**src/rtl/inf_seq.sv**
```systemverilog
// inf_seq: streams NIN input words into a core register file, pulses the
// core start, waits for core_ready (bounded by TIMEOUT), then reads NOUT
// result words back out over a valid/ready stream.
module inf_seq #(
  parameter int unsigned DEPTH    = 5,
  parameter int unsigned NIN      = 4,
  parameter int unsigned NOUT     = 4,
  parameter int unsigned IN_BASE  = 0,
  parameter int unsigned OUT_BASE = 16,
  parameter int unsigned TIMEOUT  = 1024
) (
  input  logic             clk_i,
  input  logic             rst,
  input  logic             s_valid,
  output logic             s_ready,
  input  logic [31:0]      s_data,
  output logic             m_valid,
  input  logic             m_ready,
  output logic [31:0]      m_data,
  output logic             busy,
  output logic             done,
  output logic             err,
  output logic             core_start,
  input  logic             core_ready,
  output logic             core_we,
  output logic [DEPTH-1:0] core_addr,
  output logic [31:0]      core_wdata,
  input  logic [31:0]      core_rdata
);

  localparam int unsigned WCW = (TIMEOUT > 2) ? $clog2(TIMEOUT) : 1;

  localparam logic [DEPTH-1:0] LAST_IN    = DEPTH'(NIN - 1);
  localparam logic [DEPTH-1:0] LAST_OUT   = DEPTH'(NOUT - 1);
  localparam logic [DEPTH-1:0] IN_BASE_A  = DEPTH'(IN_BASE);
  localparam logic [DEPTH-1:0] OUT_BASE_A = DEPTH'(OUT_BASE);
  localparam logic [WCW-1:0]   WAIT_LAST  = WCW'(TIMEOUT - 1);

  typedef enum logic [2:0] {
    IDLE, LOAD, START, WAIT, RD_ADDR, RD_CAP, OUT, DONE
  } state_t;

  state_t           state_q, state_d;
  logic [DEPTH-1:0] load_cnt_q, load_cnt_d;
  logic [DEPTH-1:0] out_cnt_q, out_cnt_d;
  logic [WCW-1:0]   wait_cnt_q, wait_cnt_d;
  logic             err_q, err_d;
  logic             m_valid_q, m_valid_d;
  logic [31:0]      m_data_q, m_data_d;
  logic             busy_q, done_q, start_q;
  logic             beat;

  assign s_ready    = (state_q == IDLE) || (state_q == LOAD);
  assign beat       = s_valid && s_ready;
  assign m_valid    = m_valid_q;
  assign m_data     = m_data_q;
  assign busy       = busy_q;
  assign done       = done_q;
  assign err        = err_q;
  assign core_start = start_q;

  // Core port: write on an input beat, read address in RD_ADDR, else zero.
  always_comb begin
    core_we    = beat;
    core_wdata = s_data;
    core_addr  = '0;
    if (beat) begin
      core_addr = IN_BASE_A + load_cnt_q;
    end else if (state_q == RD_ADDR) begin
      core_addr = OUT_BASE_A + out_cnt_q;
    end
  end

  // Next-state and counter/output updates for the sequencer.
  always_comb begin
    state_d    = state_q;
    load_cnt_d = load_cnt_q;
    out_cnt_d  = out_cnt_q;
    wait_cnt_d = wait_cnt_q;
    err_d      = err_q;
    m_valid_d  = m_valid_q;
    m_data_d   = m_data_q;
    case (state_q)
      IDLE: begin
        load_cnt_d = '0;
        if (beat) begin
          err_d = 1'b0;
          if (NIN == 1) begin
            state_d = START;
          end else begin
            load_cnt_d = DEPTH'(1);
            state_d    = LOAD;
          end
        end
      end
      LOAD: begin
        if (beat) begin
          if (load_cnt_q == LAST_IN) begin
            load_cnt_d = '0;
            state_d    = START;
          end else begin
            load_cnt_d = load_cnt_q + DEPTH'(1);
          end
        end
      end
      START: begin
        wait_cnt_d = '0;
        state_d    = WAIT;
      end
      WAIT: begin
        if (core_ready) begin
          out_cnt_d = '0;
          state_d   = RD_ADDR;
        end else if (wait_cnt_q == WAIT_LAST) begin
          err_d   = 1'b1;
          state_d = DONE;
        end else begin
          wait_cnt_d = wait_cnt_q + WCW'(1);
        end
      end
      RD_ADDR: state_d = RD_CAP;
      RD_CAP: begin
        m_data_d  = core_rdata;
        m_valid_d = 1'b1;
        state_d   = OUT;
      end
      OUT: begin
        if (m_ready) begin
          m_valid_d = 1'b0;
          if (out_cnt_q == LAST_OUT) begin
            state_d = DONE;
          end else begin
            out_cnt_d = out_cnt_q + DEPTH'(1);
            state_d   = RD_ADDR;
          end
        end
      end
      DONE:    state_d = IDLE;
      default: state_d = IDLE;
    endcase
  end

  // State register; busy/done/core_start are registered from the next state
  // so they line up exactly with the state they describe.
  always_ff @(posedge clk_i) begin
    if (rst) begin
      state_q    <= IDLE;
      load_cnt_q <= '0;
      out_cnt_q  <= '0;
      wait_cnt_q <= '0;
      err_q      <= 1'b0;
      m_valid_q  <= 1'b0;
      m_data_q   <= '0;
      busy_q     <= 1'b0;
      done_q     <= 1'b0;
      start_q    <= 1'b0;
    end else begin
      state_q    <= state_d;
      load_cnt_q <= load_cnt_d;
      out_cnt_q  <= out_cnt_d;
      wait_cnt_q <= wait_cnt_d;
      err_q      <= err_d;
      m_valid_q  <= m_valid_d;
      m_data_q   <= m_data_d;
      busy_q     <= (state_d != IDLE);
      done_q     <= (state_d == DONE);
      start_q    <= (state_d == START);
    end
  end

endmodule

```
**config.mk**
```make
export PLATFORM = sky130hd
export DESIGN_NAME = inf_seq
export DESIGN_NICKNAME = d
export VERILOG_FILES = /design/src/rtl/inf_seq.sv
export SDC_FILE = /design/constraint.sdc
export NUM_CORES = 1
export LEC_CHECK = 0
export CAP_MARGIN = 20
export CORE_MARGIN = 5
export CORE_UTILIZATION = 40
export DETAILED_ROUTE_END_ITERATION = 12
export PLACE_DENSITY_LB_ADDON = 0.15
export SYNTH_ARGS = -nofsm -noshare
export SYNTH_HDL_FRONTEND = slang
export SYNTH_SLANG_ARGS = --single-unit
```
**constraint.sdc**
```tcl
create_clock -name clk_i -period 1.99 [get_ports clk_i]
set_clock_uncertainty 0.1 [all_clocks]
set_input_delay 0.2985 -clock clk_i [delete_from_list [all_inputs] [get_ports clk_i]]
set_output_delay 0.2985 -clock clk_i [all_outputs]
set_load 0.01 [all_outputs]
```
==> impl_metrics.env <==
export IMPL_core_mm2=0.00714
export IMPL_dpl_hpwl_um=5190
export IMPL_min_period_over_period_pct=97.2
export IMPL_post_place_ws_ns=-0.205
export IMPL_vias_per_cell=4.91
export IMPL_cts_hold_buf=0
export IMPL_grt_max_degree=34
export IMPL_synth_top_area_cell="dfxtp_1"
export IMPL_avgSynthCellArea_um2=8.02
export IMPL_slew_violations=0
export IMPL_grt_pass1_wl_um=11200
export IMPL_place_gp_congestion=0.802
export IMPL_dieArea_mm2=0.00900
export IMPL_critical_path_arrival_ns=1.54
export IMPL_synth_seq_area_share_pct=41.7
export IMPL_cp_data_required_time_ns=1.59
export IMPL_rsz0062_at_grt="false"
export IMPL_drcViolationCount=0
export IMPL_cts_tree="yes"
export IMPL_synth_cells=359
export IMPL_drive_gt1_share_pct=11.8
export IMPL_n_antenna_cell=0
export IMPL_post_drt_wl_per_cell_um=13.7
export IMPL_fin_ws_ns=0.0562
export IMPL_port_buffers=80
export IMPL_path_clk_slew_ns=0.06
export IMPL_start_util_pct=40.4
export IMPL_grt_usage_pct=15.8
export IMPL_ir_drop_mv=0.377
export IMPL_final_common_cell="nand2_1"
export IMPL_powerDensity_mw_per_mm2=666
export IMPL_fillerInstances=720
export IMPL_drtAntennaViolNets=0
export IMPL_die_y_um=94.9
export IMPL_cp_start_kind="input port"
export IMPL_cts_root_buf="clkbuf_8"
export IMPL_rows=31
export IMPL_io_pins=145
export IMPL_place_area_mm2=0.00365
export IMPL_final_cell_area_mm2=0.00386
export IMPL_worst_slew_margin_rel_pct=64.1
export IMPL_syn_nets=431
export IMPL_max_freq_mhz=517
export IMPL_grt_pass1_vias=2297
export IMPL_maxCapViolCount=0
export IMPL_cts_sink_count=60
export IMPL_cts_buffer_depth=2
export IMPL_worstSetupPathType="input port to output pin"
export IMPL_netlist_top_cells_area="dfxtp_1 (42%), nand2_1 (10%), a21oi_1 (8.7%)"
export IMPL_crit_fanout=3
export IMPL_mostFrequentLayoutCells="nand2_1 (79), clkdlybuf4s50_1 (73), dfxtp_1 (56)"
export IMPL_netlist_area_mm2=0.00288
export IMPL_finalNetCount=490
export IMPL_postRouteWirelength_um=7140
export IMPL_drt_initial_drc_count=63
export IMPL_ys_types=51
export IMPL_yosysWarnings=0
export IMPL_cts_htree_levels=3
export IMPL_hold_path_class="flop to flop"
export IMPL_period_needed_ns=1.93
export IMPL_drt_pre_antenna_iters=4
export IMPL_dp_cells=506
export IMPL_area_growth_pct=34.0
export IMPL_synth_top_area_share_pct=41.7
export IMPL_final_cells=522
export IMPL_setup_violations=0
export IMPL_end_kind="output pin"
export IMPL_total_power_uw=2570
export IMPL_synth_seq_cells=60
export IMPL_clk_latency_ns=0.33
export IMPL_antenna_found_initial=0
export IMPL_vias=2563
export IMPL_post_cts_setup_buffer_count=0
export IMPL_p_leak_uw=0.00138
export IMPL_hold_viol=0
export IMPL_overflow=0
export IMPL_cts_inserted_buffers=9
export IMPL_die_w_um=94.9
export IMPL_tightest_slew_ns=0.535
export IMPL_status="complete, no violations"
[per-layer routing]
layer,vias up,wire [um],global-route usage [%]
met3,11,394,4.62
met5,-,0,0
li1,1323,-,-
met4,0,117,7.09
met2,67,3420,24.4
met1,1162,3210,20.4
[synth_stat cells (all sizes together)]
cell / instances
and4bb: 1
dfxtp: 60
nand3: 7
a31oi: 2
a311o: 1
and4b: 3
a211o: 1
xor2: 3
or3b: 1
o221a: 1
xnor2: 1
nand2: 80
o21ai: 8
nand2b: 1
a32oi: 2
nor3: 5
a311oi: 1
or4: 5
and4: 1
nor4b: 2
and2: 3
inv: 6
o211ai: 1
buf: 38
clkbuf: 15
and3b: 1
a21oi: 52
nand4b: 1
nor3b: 3
o31ai: 4
nand4: 4
ha: 3
mux2i: 2
or3: 6
or2: 3
a22oi: 1
o21ba: 1
nand3b: 10
nor2: 15
or4b: 2
o2111ai: 1
and3: 1
[area by class of cell]
| class | instances | area (um^2) | area share [%] |
|---|---|---|---|
| Clock inverter | 6 | 88.8 | 2.30 |
| Sequential cell | 60 | 1210 | 31.2 |
| Timing Repair Buffer | 101 | 962 | 24.9 |
| Clock buffer | 10 | 128 | 3.31 |
| Inverter | 6 | 22.5 | 0.583 |
| Tap cell | 99 | 124 | 3.21 |
| Multi-Input combinational cell | 240 | 1330 | 34.4 |
[flip-flops by register name, summed over array words and instances, names as in the netlist]
signal      cells
m_valid         1
err             1
core_start      1
out_cnt_q       5
busy            1
m_data         32
done            1
load_cnt_q      5
wait_cnt_q     10
state_q         3
[logic make-up (layout without fill, tap and decap cells)]
logic type      count (synthesis)  in the layout  share of synthesized area (%)
flops                          60             60                           41.7
xor+xnor                        4              4                           1.22
mux                             2              2                          0.695
fa+ha+maj                       3              3                           1.30
simple gates                  155            155                           27.6
buf+inv                        59            123                           12.2
compound gates                 76             76                           15.3
[timing repair]
item / in CTS / in global routing
endpoints found under the hold margin: 0 / 0
setup endpoints to repair: 7 / 2
gates resized for setup: 9 / 2
[power breakdown]
group          total (uW)  internal (uW)  switching (uW)
sequential           1220           1210            9.63
combinational         159           98.9            59.8
clock                1190            705             489
total                2570           2010             559
[final timing paths]
path | start | endpoint | slack [ns] | depth (start not counted)
worst min-delay path | m_data[19] | m_data[19] | 0.35 | 2
worst min register to register | m_data[19] | m_data[19] | 0.35 | 2
worst max register to register | state_q[2] | wait_cnt_q[7] | 0.11 | 5
worst max-delay path | s_valid | core_we | 0.06 | 4
[through the flow]
step                hold WS (ns)  utilization, %  setup TNS [ns]
global placement           0.341            51.1          -0.740
CTS                        0.355            54.0               0
finish                     0.353            54.1               0
global route               0.369            54.1               0
floorplan                  0.334               -               0
detailed placement         0.346            51.1          -0.940
[critical path: stages]
cell and delay (ns):
clkdlybuf4s50_1 0.48, or3b_1 0.38, inv_1 0.10, dlygate4sd2_1 0.27
No activity file was read; power rests on OpenSTA's default activity.
==> variant: new RTL, same flow settings <==
Set the parameter `TIMEOUT` to 256 (it was 1024).
--- a/src/rtl/inf_seq.sv
+++ b/src/rtl/inf_seq.sv
@@ -7,7 +7,7 @@
   parameter int unsigned NOUT     = 4,
   parameter int unsigned IN_BASE  = 0,
   parameter int unsigned OUT_BASE = 16,
-  parameter int unsigned TIMEOUT  = 1024
+  parameter int unsigned TIMEOUT  = 256
 ) (
   input  logic             clk_i,
   input  logic             rst,
Check against the original RTL: same outputs for any inputs over 10 cycles, from zero or initial values and one cycle with rst high; that may be too few to reach the edited logic, so the function may still have changed.
==> variant against the original RTL <==
Cell area shrank 1.7%; via count grew 2.9%; sequential power shrank 4%; sequential cell count shrank 2; power shrank 6.8%; setup slack gained 0.039 ns; sequential share of layout area shrank 0.55 points; cell count grew 0.96%; largest cell class unchanged; synthesized area shrank 2.6%; critical path depth is the same; critical path type is now reg -> out; routed wire length shrank 0.66%.
==> variant: results (changes against the original RTL) <==
| Metric | Value |
|---|---|
| Syn nets | `427 (-0.93%)` |
| Setup crit end | `core_we` |
| Clock Pin Slew Worst Setup and Hold Paths | `0.07 ns` |
| Worst slew pin tran | `0.544 ns (+0.00952 ns)` |
| Largest cells by area after synthesis | `dfxtp_1 (41%), nand2_1 (11%), a21oi_1 (9.3%)` |
| First-pass GRT wire length | `11.5 mm (+3.3%)` |
| GRT Total Usage | `0.164 (+0.00608)` |
| CTS HTree Levels | `3 (unchanged)` |
| DR vias | `2638 (+2.9%)` |
| Total wire length | `7.10 mm (-0.66%)` |
| Mapped Avg Cell Area | `7.90 um^2 (-1.6%)` |
| Vias in the first global route | `2472 (+7.6%)` |
| Layout cells sized above 1 | `0.148 (+0.0303)` |
| Seq/Total Area, Yosys | `0.414 (-0.00293)` |
| Fin nets | `498 (+1.6%)` |
| Cell Area, Placed | `3580 um^2 (-1.9%)` |
| Crit path from | `state_q[2]$_SDFF_PP0_` |
| Final HPWL DP | `5.03 mm (-3.1%)` |
| Placed insts | `509 (+0.59%)` |
| Vias per cell | `5.01 (+1.9%)` |
| FF-to-FF End | `busy$_SDFF_PP0_` |
| Hold Path Class | `in -> reg` |
| VDD IR max | `401 uV (+6.5%)` |
| Synth unique cells | `42 (-18%)` |
| CTS buffer count | `9 (unchanged)` |
| FF-to-FF Start | `out_cnt_q[1]$_SDFFE_PP0P_` |
| Filler instances | `669 (-7.1%)` |
| Crit path DAT | `1.50 ns (-0.04 ns)` |
| Final GP Congestion | `0.827 (+3.1%)` |
| DR iter-0 viols | `86 (+37%)` |
| Leading cell types by count after synthesis | `nand2_1 (80), dfxtp_1 (58), a21oi_1 (52), buf_4 (32), nor2_1 (20)` |
| Outcome | `finished, final reports clean` |
| LEAKAGE | `1.35 nW (-2.5%)` |
## variant: what timing repair did
item / CTS / global route
cloned: 0 / 0
hold endpoints to repair: 0 / 0
pin swaps: 0 / 1
gates resized for setup: 11 / 3
setup buffers: 2 / 0
setup endpoints to repair: 8 / 5
hold buffers: 0 / 0
## variant: cell families (layout without fill, tap and decap cells)
family,count (synthesis),after routing,share of synthesized area
XOR/XNOR,2,2,0.00625
AND/OR/NAND/NOR,148,148,0.252
adder cells (fa/ha/maj),3,3,0.0134
buffers and inverters,55,131,0.132
flip-flops,58,58,0.414
multiplexers,1,1,0.00402
AO/OA/AOI/OAI,88,88,0.179
## variant: worst max-delay path, cell delays in order (launching register included)
cell	delay [ns]
dfxtp_1	0.32
or2_2	0.31
inv_1	0.09
and2_1	0.15
dlygate4sd2_1	0.30
## variant: where the power goes
part | leakage, nW | switching, mW | internal (mW)
Sequential | 0.469 | 0.00502 | 1.17
Combinational | 0.789 | 0.0653 | 0.0956
Clock | 0.0873 | 0.492 | 0.572
## variant: worst min path at each step
| stage | from | to | slack (ns) | cells past startpoint |
|---|---|---|---|---|
| after floorplan | core_rdata[0] | m_data[0]$_SDFFE_PP0P_ | 0.33 | 2 |
| after global placement | m_data[8]$_SDFFE_PP0P_ | m_data[8]$_SDFFE_PP0P_ | 0.34 | 2 |
| after detailed placement | m_data[14]$_SDFFE_PP0P_ | m_data[14]$_SDFFE_PP0P_ | 0.35 | 2 |
| after CTS | rst | out_cnt_q[1]$_SDFFE_PP0P_ | 0.14 | 2 |
| after global routing | rst | out_cnt_q[1]$_SDFFE_PP0P_ | 0.16 | 2 |
| final | rst | out_cnt_q[1]$_SDFFE_PP0P_ | 0.15 | 2 |
## variant: stage by stage
step                TNS [ns]  setup WS (ns)
finish                     0         0.0951
floorplan                  0         0.0358
CTS                        0        0.00785
global route               0         0.0121
global placement      -0.649         -0.131
detailed placement    -0.648         -0.134
## variant: final cells by class
cell class,count,area [um^2],share of cell area
Multi-Input combinational cell,242,1290,0.339
Sequential cell,58,1160,0.307
Timing Repair Buffer,110,1010,0.266
Clock buffer,9,124,0.0326
Tap cell,96,120,0.0317
Clock inverter,7,70.1,0.0185
Inverter,5,18.8,0.00495
## variant: per-layer routing
metal / global-route usage / share of wire / wire length [um]
met5: 0 / 0 / 0
met1: 0.210 / 0.45 / 3220
met2: 0.237 / 0.42 / 3010
met4: 0.0650 / 0.013 / 93
met3: 0.0793 / 0.11 / 771
